===== src/rtl/booth_mac_accum_if.sv =====
// Product-stream and result-FIFO signals of booth_mac_accum.
// master = producer/consumer side, slave = accumulator side.
interface booth_mac_accum_if #(
   parameter int PROD_WIDTH = 16,
   parameter int ACC_WIDTH  = 24,
   parameter int CNT_WIDTH  = 8
);
   logic                  prod_valid;
   logic [PROD_WIDTH-1:0] product;
   logic [1:0]            prod_sign_mode;
   logic [CNT_WIDTH-1:0]  cfg_len;
   logic                  acc_clr;
   logic [ACC_WIDTH-1:0]  res_data;
   logic                  res_sat;
   logic                  res_valid;
   logic                  res_ready;
   logic                  busy;
   logic                  drop_err;

   modport master (
      output prod_valid, product, prod_sign_mode, cfg_len, acc_clr, res_ready,
      input  res_data, res_sat, res_valid, busy, drop_err
   );

   modport slave (
      input  prod_valid, product, prod_sign_mode, cfg_len, acc_clr, res_ready,
      output res_data, res_sat, res_valid, busy, drop_err
   );
endinterface


===== src/rtl/booth_mac_accum.sv =====
// Frame accumulator for the Booth multiplier product stream with a 2-entry result FIFO.
// Define BOOTH_MAC_SAT_EN for saturating adds and a per-frame sat flag; otherwise sums wrap.
module booth_mac_accum #(
   parameter int PROD_WIDTH = 16,
   parameter int ACC_WIDTH  = 24,
   parameter int CNT_WIDTH  = 8
) (
   input logic              clk,
   input logic              rst_n,
   booth_mac_accum_if.slave bus
);

   typedef enum logic {IDLE = 1'b0, ACCUM = 1'b1} state_t;

   state_t state, state_next;

   logic signed [ACC_WIDTH-1:0] acc;
   logic signed [ACC_WIDTH-1:0] ext;
   logic signed [ACC_WIDTH-1:0] base;
   logic signed [ACC_WIDTH-1:0] sum;
   logic [CNT_WIDTH-1:0]        cnt;
   logic [CNT_WIDTH-1:0]        cnt_next;
   logic [CNT_WIDTH-1:0]        len;
   logic [CNT_WIDTH-1:0]        len_new;
   logic [CNT_WIDTH-1:0]        len_eff;
   logic                        first;
   logic                        take;
   logic                        done;

   logic [ACC_WIDTH-1:0] mem_data [2];
   logic                 wr_ptr;
   logic                 rd_ptr;
   logic [1:0]           count;
   logic                 pop;
   logic                 full;
   logic                 push_ok;
   logic                 drop;

`ifdef BOOTH_MAC_SAT_EN
   localparam logic signed [ACC_WIDTH-1:0] ACC_MAX = {1'b0, {(ACC_WIDTH-1){1'b1}}};
   localparam logic signed [ACC_WIDTH-1:0] ACC_MIN = {1'b1, {(ACC_WIDTH-1){1'b0}}};

   logic ovf;
   logic frame_sat;
   logic frame_sat_next;
   logic mem_sat [2];

   // Returns {overflow, clamped sum}; one guard bit exposes overflow of the signed add.
   function automatic logic [ACC_WIDTH:0] sat_add(input logic signed [ACC_WIDTH-1:0] a,
                                                   input logic signed [ACC_WIDTH-1:0] b);
      logic [ACC_WIDTH:0] s;
      s = {a[ACC_WIDTH-1], a} + {b[ACC_WIDTH-1], b};
      if (s[ACC_WIDTH] != s[ACC_WIDTH-1])
         return {1'b1, (s[ACC_WIDTH] ? ACC_MIN : ACC_MAX)};
      return {1'b0, s[ACC_WIDTH-1:0]};
   endfunction
`endif

   always_comb begin
      ext      = {{(ACC_WIDTH-PROD_WIDTH){bus.product[PROD_WIDTH-1] & (|bus.prod_sign_mode)}},
                  bus.product};
      first    = (state == IDLE);
      base     = first ? '0 : acc;
      len_new  = (bus.cfg_len == '0) ? CNT_WIDTH'(1) : bus.cfg_len;
      len_eff  = first ? len_new : len;
      cnt_next = first ? CNT_WIDTH'(1) : cnt + CNT_WIDTH'(1);
      take     = bus.prod_valid && !bus.acc_clr;
      done     = take && (cnt_next == len_eff);
`ifdef BOOTH_MAC_SAT_EN
      {ovf, sum}     = sat_add(base, ext);
      frame_sat_next = (first ? 1'b0 : frame_sat) | ovf;
`else
      sum = base + ext;
`endif
   end

   // FSM: state register
   always_ff @(posedge clk) begin
      if (!rst_n) state <= IDLE;
      else        state <= state_next;
   end

   // FSM: next-state logic; abort wins over a coincident product
   always_comb begin
      state_next = state;
      if (bus.acc_clr)
         state_next = IDLE;
      else if (take)
         state_next = done ? IDLE : ACCUM;
   end

   // FSM: outputs
   always_comb begin
      bus.busy = (state == ACCUM);
   end

   always_ff @(posedge clk) begin
      if (!rst_n || bus.acc_clr) begin
         acc <= '0;
         cnt <= '0;
         len <= '0;
`ifdef BOOTH_MAC_SAT_EN
         frame_sat <= 1'b0;
`endif
      end else if (take) begin
         acc <= sum;
         cnt <= cnt_next;
         if (first) len <= len_new;
`ifdef BOOTH_MAC_SAT_EN
         frame_sat <= frame_sat_next;
`endif
      end
   end

   // Result FIFO: a full FIFO still accepts a push when the head pops on the same edge
   always_comb begin
      pop     = (count != 2'd0) && bus.res_ready;
      full    = (count == 2'd2);
      push_ok = done && (!full || pop);
      drop    = done && full && !pop;
   end

   always_ff @(posedge clk) begin
      if (!rst_n) begin
         for (int i = 0; i < 2; i++) begin
            mem_data[i] <= '0;
`ifdef BOOTH_MAC_SAT_EN
            mem_sat[i]  <= 1'b0;
`endif
         end
         wr_ptr       <= 1'b0;
         rd_ptr       <= 1'b0;
         count        <= 2'd0;
         bus.drop_err <= 1'b0;
      end else begin
         if (push_ok) begin
            mem_data[wr_ptr] <= sum;
`ifdef BOOTH_MAC_SAT_EN
            mem_sat[wr_ptr]  <= frame_sat_next;
`endif
            wr_ptr <= ~wr_ptr;
         end
         if (pop) rd_ptr <= ~rd_ptr;
         case ({push_ok, pop})
            2'b10:   count <= count + 2'd1;
            2'b01:   count <= count - 2'd1;
            default: count <= count;
         endcase
         if (drop) bus.drop_err <= 1'b1;
      end
   end

   always_comb begin
      bus.res_valid = (count != 2'd0);
      bus.res_data  = mem_data[rd_ptr];
`ifdef BOOTH_MAC_SAT_EN
      bus.res_sat   = mem_sat[rd_ptr];
`else
      bus.res_sat   = 1'b0;
`endif
   end

endmodule


===== src/flat_wrapper.sv =====
// flat-port wrapper written by rule: the top's interface ports become plain ports
module booth_mac_accum_flat 
#(
   parameter int PROD_WIDTH = 16,
   parameter int ACC_WIDTH  = 24,
   parameter int CNT_WIDTH  = 8
)
  (clk, rst_n, bus_prod_valid, bus_product, bus_prod_sign_mode, bus_cfg_len, bus_acc_clr, bus_res_ready, bus_res_data, bus_res_sat, bus_res_valid, bus_busy, bus_drop_err);
  booth_mac_accum_if #(.PROD_WIDTH(PROD_WIDTH), .ACC_WIDTH(ACC_WIDTH), .CNT_WIDTH(CNT_WIDTH)) bus_i ();
  input logic clk;
  input logic rst_n;
  input wire logic [$bits(bus_i.prod_valid)-1:0] bus_prod_valid;
  input wire logic [$bits(bus_i.product)-1:0] bus_product;
  input wire logic [$bits(bus_i.prod_sign_mode)-1:0] bus_prod_sign_mode;
  input wire logic [$bits(bus_i.cfg_len)-1:0] bus_cfg_len;
  input wire logic [$bits(bus_i.acc_clr)-1:0] bus_acc_clr;
  input wire logic [$bits(bus_i.res_ready)-1:0] bus_res_ready;
  output wire logic [$bits(bus_i.res_data)-1:0] bus_res_data;
  output wire logic [$bits(bus_i.res_sat)-1:0] bus_res_sat;
  output wire logic [$bits(bus_i.res_valid)-1:0] bus_res_valid;
  output wire logic [$bits(bus_i.busy)-1:0] bus_busy;
  output wire logic [$bits(bus_i.drop_err)-1:0] bus_drop_err;
  assign bus_i.prod_valid = bus_prod_valid;
  assign bus_i.product = bus_product;
  assign bus_i.prod_sign_mode = bus_prod_sign_mode;
  assign bus_i.cfg_len = bus_cfg_len;
  assign bus_i.acc_clr = bus_acc_clr;
  assign bus_i.res_ready = bus_res_ready;
  assign bus_res_data = bus_i.res_data;
  assign bus_res_sat = bus_i.res_sat;
  assign bus_res_valid = bus_i.res_valid;
  assign bus_busy = bus_i.busy;
  assign bus_drop_err = bus_i.drop_err;
  booth_mac_accum #(.PROD_WIDTH(PROD_WIDTH), .ACC_WIDTH(ACC_WIDTH), .CNT_WIDTH(CNT_WIDTH)) u_core (.clk(clk), .rst_n(rst_n), .bus(bus_i));
endmodule

===== config.mk =====
export PLATFORM = sky130hd
export DESIGN_NAME = booth_mac_accum_flat
export DESIGN_NICKNAME = d
export VERILOG_FILES = /design/src/rtl/booth_mac_accum_if.sv /design/src/rtl/booth_mac_accum.sv /design/src/flat_wrapper.sv
export SDC_FILE = /design/constraint.sdc
export NUM_CORES = 1
export LEC_CHECK = 0
export CAP_MARGIN = 40
export CORE_UTILIZATION = 52
export DETAILED_ROUTE_END_ITERATION = 10
export GPL_TIMING_DRIVEN = 1
export PLACE_DENSITY = 0.78
export SYNTH_ARGS = -nofsm -noshare
export SYNTH_HDL_FRONTEND = slang
export SYNTH_SLANG_ARGS = --single-unit

===== constraint.sdc =====
create_clock -name clk -period 4.7 [get_ports clk]
set_input_delay 0.94 -clock clk [delete_from_list [all_inputs] [get_ports clk]]
set_output_delay 0.94 -clock clk [all_outputs]
set_load 0.05 [all_outputs]

* Word-level counts from Yosys, hierarchy flattened
Memories as Yosys holds them, arrays and structs flattened. A register that Yosys moved wholly into a read port is not among the register bits.
Cells that the tools add are included.
** Word-level totals
- Memory bits (writable) :: 48
- Output and inout bits :: 28
- Memories :: 1
- Input bits :: 31
- Bits in registers :: 46
- Word-level logic and storage cells :: 54
** Memories
- u_core.mem_data :: words 2, bits a word 24, read ports 1, clocked after Yosys merged registers in 1, wr ports 2, RTL line booth_mac_accum.sv:30 : logic [ACC_WIDTH-1:0] mem_data [2];
** Operators by class
- $add $sub $neg :: 4
- Bitwise gates (word level) :: 4
- Eq/ne operators :: 4
- Reduce and logical (&&, ||, !) cells :: 18
- Muxes and demuxes :: 15
** Operators by type and width (number)
- 2-to-1 mux 24 bit :: 2
- adder 24 x 17 -> 24 bit :: 1
- 2-to-1 mux 8 bit :: 3
- OR reduction 24 bit :: 1
- 2-to-1 mux 1 bit :: 9
- adder 8 x 1 -> 8 bit, second input constant :: 1
- equality test 8 bit :: 1
- zero test 8 bit :: 1
- logical AND 1 bit :: 6
- equality test 2 bit, second input constant :: 2
- zero test 1 bit :: 4
- case mux 2 bit (2 select lines) :: 1
- nonzero test 2 bit :: 2
- OR reduction 2 bit :: 2
- inverter 1 bit :: 3
- adder 2 x 1 -> 2 bit, second input constant :: 1
- equality test 2 x 1 -> 1 bit, second input constant :: 1
- logical OR 1 bit :: 2
- subtractor 2 x 1 -> 2 bit, second input constant :: 1
- bitwise AND 1 bit :: 1

* Longest topological paths before layout
- Depth after elaboration :: 11
- Gate-level depth with buffers :: 12
- Mapped depth without buffers :: 10

* Least setup slack after synthesis
No wires, ideal clock.
- Path type :: input to register
- Start point :: input port bus_cfg_len[1]
- End point :: memory u_core.mem_data[0][0], enable pin
- Arrival :: 4.057 ns
- Setup time :: 0.438 ns
- Stages :: 7
- Required time :: 4.262 ns
- Path slack :: 0.204 ns
- Path buffers :: 1
- Cell sequence :: or3_1 > nor4_2 > o21a_1 > a21oi_1 > or4_1 > buf_2 > o21ai_0
** RTL lines
- from (decl) :: RTL line flat_wrapper.sv:15 : input wire logic [$bits(bus_i.cfg_len)-1:0] bus_cfg_len;
- to (decl) :: RTL line booth_mac_accum.sv:30

==> impl_results.html <==
<table>
<tr><th>Metric</th><th>Value</th></tr>
<tr><th colspan="2">Run status</th></tr>
<tr><td>Run status</td><td>complete, no violations</td></tr>
<tr><th colspan="2">Drt</th></tr>
<tr><td>Drt total wl</td><td>approximately 12000 µm</td></tr>
<tr><td>DRC violations left</td><td>0</td></tr>
<tr><td>Via density per instance</td><td>roughly 5.8</td></tr>
<tr><td>Number of nets with antenna violations after routing</td><td>0</td></tr>
<tr><td>Via Count</td><td>between 4000 and 5000</td></tr>
<tr><td>Detailed Routing Iterations Pass 1</td><td>5</td></tr>
<tr><td>Initial drt markers</td><td>317</td></tr>
<tr><td>Routed wire length per instance</td><td>15.6 µm</td></tr>
<tr><th colspan="2">Logic synthesis</th></tr>
<tr><td>Largest cells by area after synthesis</td><td>edfxtp_1 (26%), dfxtp_1 (17%), nor2_1 (6.6%), ha_1 (5.7%), mux2_2 (5.5%)</td></tr>
<tr><td>Share of the synthesized area in the top cell type</td><td>26.3%</td></tr>
<tr><td>Post-synth EDFFs</td><td>48</td></tr>
<tr><td>Proportion of synthesized chip area in sequential cells</td><td>a little over two fifths</td></tr>
<tr><td>Synth Area in Adders</td><td>6.07%</td></tr>
<tr><td>Cell type with the highest aggregate area in the netlist</td><td>edfxtp_1</td></tr>
<tr><td>Compound-Gate Fraction of Synth Area</td><td>14.4%</td></tr>
<tr><td>Synthesized-area fraction occupied by and/or/nand/nor cells</td><td>19.9%</td></tr>
<tr><td>Parity-gate share of the synthesized area counting xor and xnor cells</td><td>5.75%</td></tr>
<tr><td>Count of different cell masters after synthesis</td><td>between 50 and 60</td></tr>
<tr><td>Yosys synthesis warning count</td><td>0</td></tr>
<tr><td>Main combinational cell family by area after synthesis</td><td>simple AND/OR/NAND/NOR gates</td></tr>
<tr><td>Primary flip-flop cell chosen by synthesis mapping</td><td>edfxtp_1</td></tr>
<tr><td>Register bit count reported by yosys</td><td>95</td></tr>
<tr><td>Fraction of registers with async set/reset</td><td>0%</td></tr>
<tr><td>Synthesized area divided by synthesized cell count</td><td>9.17 µm²</td></tr>
<tr><td>Synthesized netlist net count</td><td>655</td></tr>
<tr><td>Cell count after synthesis</td><td>598</td></tr>
<tr><td>Synthesized cell area</td><td>approximately 5500 µm²</td></tr>
<tr><td>Fraction of synthesized area in multiplexers</td><td>6.46%</td></tr>
<tr><th colspan="2">Min path</th></tr>
<tr><td>Number of instances on the worst hold path</td><td>2</td></tr>
<tr><td>Hold path startpoint</td><td>u_core.len[7]$_SDFFE_PP0P_</td></tr>
<tr><td>Class of the tightest hold or removal check</td><td>reg -&gt; reg</td></tr>
<tr><th colspan="2">Setup path</th></tr>
<tr><td>Crit path from</td><td>u_core.bus.busy$_SDFFE_PP0P_</td></tr>
<tr><td>Reg-to-Reg Start</td><td>u_core.bus.busy$_SDFFE_PP0P_</td></tr>
<tr><td>Largest delay share family, worst path</td><td>compound AO/OA/AOI/OAI gates</td></tr>
<tr><td>Most used cell along the critical path</td><td>nor2_1</td></tr>
<tr><td>Worst Reg2Reg Path Length in Cells</td><td>10</td></tr>
<tr><td>Critical path's largest stage delay</td><td>roughly 0.95 ns</td></tr>
<tr><td>Critical Path, Cell by Cell</td><td>inv_1 -&gt; nor2_1 -&gt; ha_1 -&gt; and4_1 -&gt; a221o_1 -&gt; o211ai_1 -&gt; a31oi_1 -&gt; a21oi_1 -&gt; xor2_1 -&gt; nor2_1</td></tr>
<tr><td>Critical Path Source Type</td><td>register</td></tr>
<tr><td>Largest fanout on the critical path</td><td>27</td></tr>
<tr><td>Data arrival time of the worst path</td><td>approximately 3.8 ns</td></tr>
<tr><td>Cell depth of the worst setup path</td><td>10</td></tr>
<tr><td>Crit path max-delay cell type</td><td>dfxtp_1</td></tr>
<tr><td>Critical Path Sink Type</td><td>register</td></tr>
<tr><td>Kind of critical path</td><td>reg -&gt; reg</td></tr>
<tr><td>Buffers &amp; Inverters on Critical Path</td><td>1</td></tr>
<tr><td>WP data required</td><td>4.80 ns</td></tr>
<tr><th colspan="2">STA</th></tr>
<tr><td>Final setup TNS</td><td>0 ns</td></tr>
<tr><td>Unrepaired setup endpoints after global routing</td><td>false</td></tr>
<tr><td>Number of slew-limit violations in the final report</td><td>0</td></tr>
<tr><td>Endpoints failing hold</td><td>0</td></tr>
<tr><td>Worst max-slew margin expressed relative to the limit</td><td>37.4%</td></tr>
<tr><td>Period utilisation layout</td><td>between 70% and 80%</td></tr>
<tr><td>Count of endpoints failing setup in the final report</td><td>0</td></tr>
<tr><td>Min Clock Period, post-route</td><td>3.68 ns</td></tr>
<tr><td>Final Hold Slack</td><td>around 0.47 ns</td></tr>
<tr><td>Max Clk Rate</td><td>0.272 GHz</td></tr>
<tr><td>Final setup skew</td><td>~0.0096 ns</td></tr>
<tr><td>Slew of the pin with the lowest slew margin</td><td>0.938 ns</td></tr>
<tr><th colspan="2">CTS</th></tr>
<tr><td>Number of cells upsized or downsized after cts</td><td>0</td></tr>
<tr><td>Hold Buf Count CTS</td><td>0</td></tr>
<tr><td>H-tree depth</td><td>3</td></tr>
<tr><td>TritonCTS Buffers</td><td>9</td></tr>
<tr><td>Maximum clock path buffer count</td><td>2</td></tr>
<tr><td>Clock Latency Late Sink</td><td>0.37 ns</td></tr>
<tr><td>Post CTS Setup Buffer Count</td><td>0</td></tr>
<tr><td>Total number of clock tree sinks</td><td>95</td></tr>
<tr><td>Clock transition at the registers of the reported paths</td><td>~0.10 ns</td></tr>
<tr><td>TritonCTS clock tree</td><td>built</td></tr>
<tr><td>Root buf cell</td><td>clkbuf_8</td></tr>
<tr><th colspan="2">Power and ir drop</th></tr>
<tr><td>Leakage</td><td>0.00244 µW</td></tr>
<tr><td>Clock share of power</td><td>32.7%</td></tr>
<tr><td>Net switching fraction of the power</td><td>between 20% and 30%</td></tr>
<tr><td>Part of the total power dissipated in sequential elements</td><td>a little over half</td></tr>
<tr><td>IR Drop Worst-Case VDD</td><td>0.151 mV</td></tr>
<tr><td>Share of power burned in combinational logic</td><td>roughly 14%</td></tr>
<tr><td>Psw</td><td>455 µW</td></tr>
<tr><td>Total power per unit cell area</td><td>264 nW/µm²</td></tr>
<tr><td>Internal portion of total power</td><td>1230 µW</td></tr>
<tr><th colspan="2">Placed design</th></tr>
<tr><td>Hpwl dp</td><td>8940 µm</td></tr>
<tr><td>Routability congestion estimate</td><td>0.925</td></tr>
<tr><td>Buffers on Ports</td><td>between 50 and 60</td></tr>
<tr><th colspan="2">Floorplanning</th></tr>
<tr><td>Die ar.</td><td>about 11000 µm²</td></tr>
<tr><td>Height of the die</td><td>105 µm</td></tr>
<tr><td>Initial standard-cell utilization of the core</td><td>between 50% and 60%</td></tr>
<tr><td>Placement row count</td><td>37</td></tr>
<tr><td>Placeable Area</td><td>between 10000 and 15000 µm²</td></tr>
<tr><td>Die extent in x</td><td>105 µm</td></tr>
<tr><td>I/O Pins</td><td>59</td></tr>
<tr><th colspan="2">Cells and area</th></tr>
<tr><td>Inserted Diodes</td><td>0</td></tr>
<tr><td>Share of layout cells above drive strength 1</td><td>between 8 and 9%</td></tr>
<tr><td>Layout area overhead</td><td>16.6%</td></tr>
<tr><td>Number of nets in the layout</td><td>roughly 700</td></tr>
<tr><th colspan="2">Global route</th></tr>
<tr><td>Wire length of the first global-routing pass</td><td>between 20000 and 25000 µm</td></tr>
<tr><td>Global-route congestion overflow total</td><td>0</td></tr>
<tr><td>Maximum number of pins on one net before global-route repair</td><td>29</td></tr>
<tr><td>Global-route usage over all layers</td><td>a little under a quarter</td></tr>
<tr><td>Antenna violations before repair</td><td>0</td></tr>
<tr><td>Vias in the first global route</td><td>4375</td></tr>
<tr><th colspan="2">Flow run</th></tr>
<tr><td>Max cap viols</td><td>0</td></tr>
</table>
[power by group through the flow]
stage / Clock (µW) / Combinational, µW / Sequential, µW
5_1_grt: 582 / 248 / 907
2_1_floorplan: 0 / 147 / 920
4_1_cts: 558 / 229 / 904
3_3_place_gp: 0 / 221 / 921
6_report: 552 / 230 / 904
3_5_place_dp: 0 / 228 / 923
[state kept, by name (all words and copies together) (netlist names), named ones only]
signal / count
u_core.cnt: 8
u_core.mem_data: 48
u_core.rd_ptr: 1
u_core.count: 2
u_core.bus.busy: 1
u_core.wr_ptr: 1
u_core.len: 8
u_core.acc: 24
u_core.bus.drop_err: 1
[final timing paths]
kind,end,slack [ns]
setup / recovery,u_core.mem_data[0][19]$_SDFFCE_PN0P_,1.02
hold reg to reg,u_core.len[7]$_SDFFE_PP0P_,0.47
setup reg to reg,u_core.mem_data[0][19]$_SDFFCE_PN0P_,1.02
hold / removal,u_core.len[7]$_SDFFE_PP0P_,0.47
[worst register-to-register path, cell delays in order, from the launching register on]
cell      delay (ns)
dfxtp_1         0.95
inv_1           0.20
nor2_1          0.18
ha_1            0.29
and4_1          0.24
a221o_1         0.30
o211ai_1        0.21
a31oi_1         0.25
a21oi_1         0.44
xor2_1          0.29
nor2_1          0.08
[layer usage]
layer / wire length (µm) / track usage, % / vias to the layer above
met1: 5290 / 28.6 / 2130
met3: 695 / 2.87 / 38
li1: - / - / 2231
met5: 0 / 0 / -
met4: 405 / 12.3 / 0
met2: 5890 / 39.6 / 171
[metrics by stage]
stage	utilization, %	total power [µW]	area [µm²]	worst slack (ns)	std cells
finish	62.2	1690	6390	1.02	787
global route	62.2	1740	6390	0.728	787
CTS	62.2	1690	6390	1.06	787
detailed placement	60.3	1150	6200	0.686	771
global placement	59.6	1140	6130	0.705	768
floorplan	-	1070	5480	0.204	598
[kinds of logic after synthesis]
group | count (synthesis)
AO/OA/AOI/OAI | 127
XOR/XNOR | 36
adder cells (fa/ha/maj) | 26
buffers and inverters | 47
flip-flops | 95
multiplexers | 32
other | 1
AND/OR/NAND/NOR | 234
[layout make-up]
class | count | area, µm²
Clock inverter | 6 | 67.6
Inverter | 18 | 67.6
Clock buffer | 10 | 128
Sequential cell | 95 | 2380
Tap cell | 136 | 170
Multi-Input combinational cell | 456 | 2890
Fill cell | 889 | 3880
Timing Repair Buffer | 66 | 686
[layout by cell type (no fill, tap or decap), types with 3 or more instances in the layout]
master,n
a31oi_1,7
nand2b_1,6
o22ai_1,4
nor4_1,6
a211oi_1,4
inv_1,16
xor2_1,15
mux2_2,27
mux2i_1,5
nand2_1,49
a21o_1,9
inv_6,3
a21oi_1,45
nor2_1,96
buf_4,6
o21ai_0,24
o21bai_1,3
edfxtp_1,48
and3_1,5
dfxtp_1,47
ha_1,25
clkdlybuf4s50_1,57
and4_1,4
nand3_1,16
o21a_1,6
a311o_1,3
nor2b_1,3
nor3b_1,3
or3_1,6
nor3_1,11
o211ai_1,7
and2_1,21
clkbuf_8,9
xnor2_1,21
[cells in the mapped netlist, types with 7 or more instances]
library cell and number:
a21o_1 9, and2_1 21, nand2_1 49, mux2_2 27, dfxtp_1 47, a21oi_1 45
xor2_1 15, clkbuf_1 18, xnor2_1 21, nor3_1 11, o21ai_0 26, ha_1 25
inv_1 16, a31oi_1 7, o211ai_1 7, nor2_1 96, edfxtp_1 48, nand3_1 16
No activity file was read; power rests on OpenSTA's default activity.
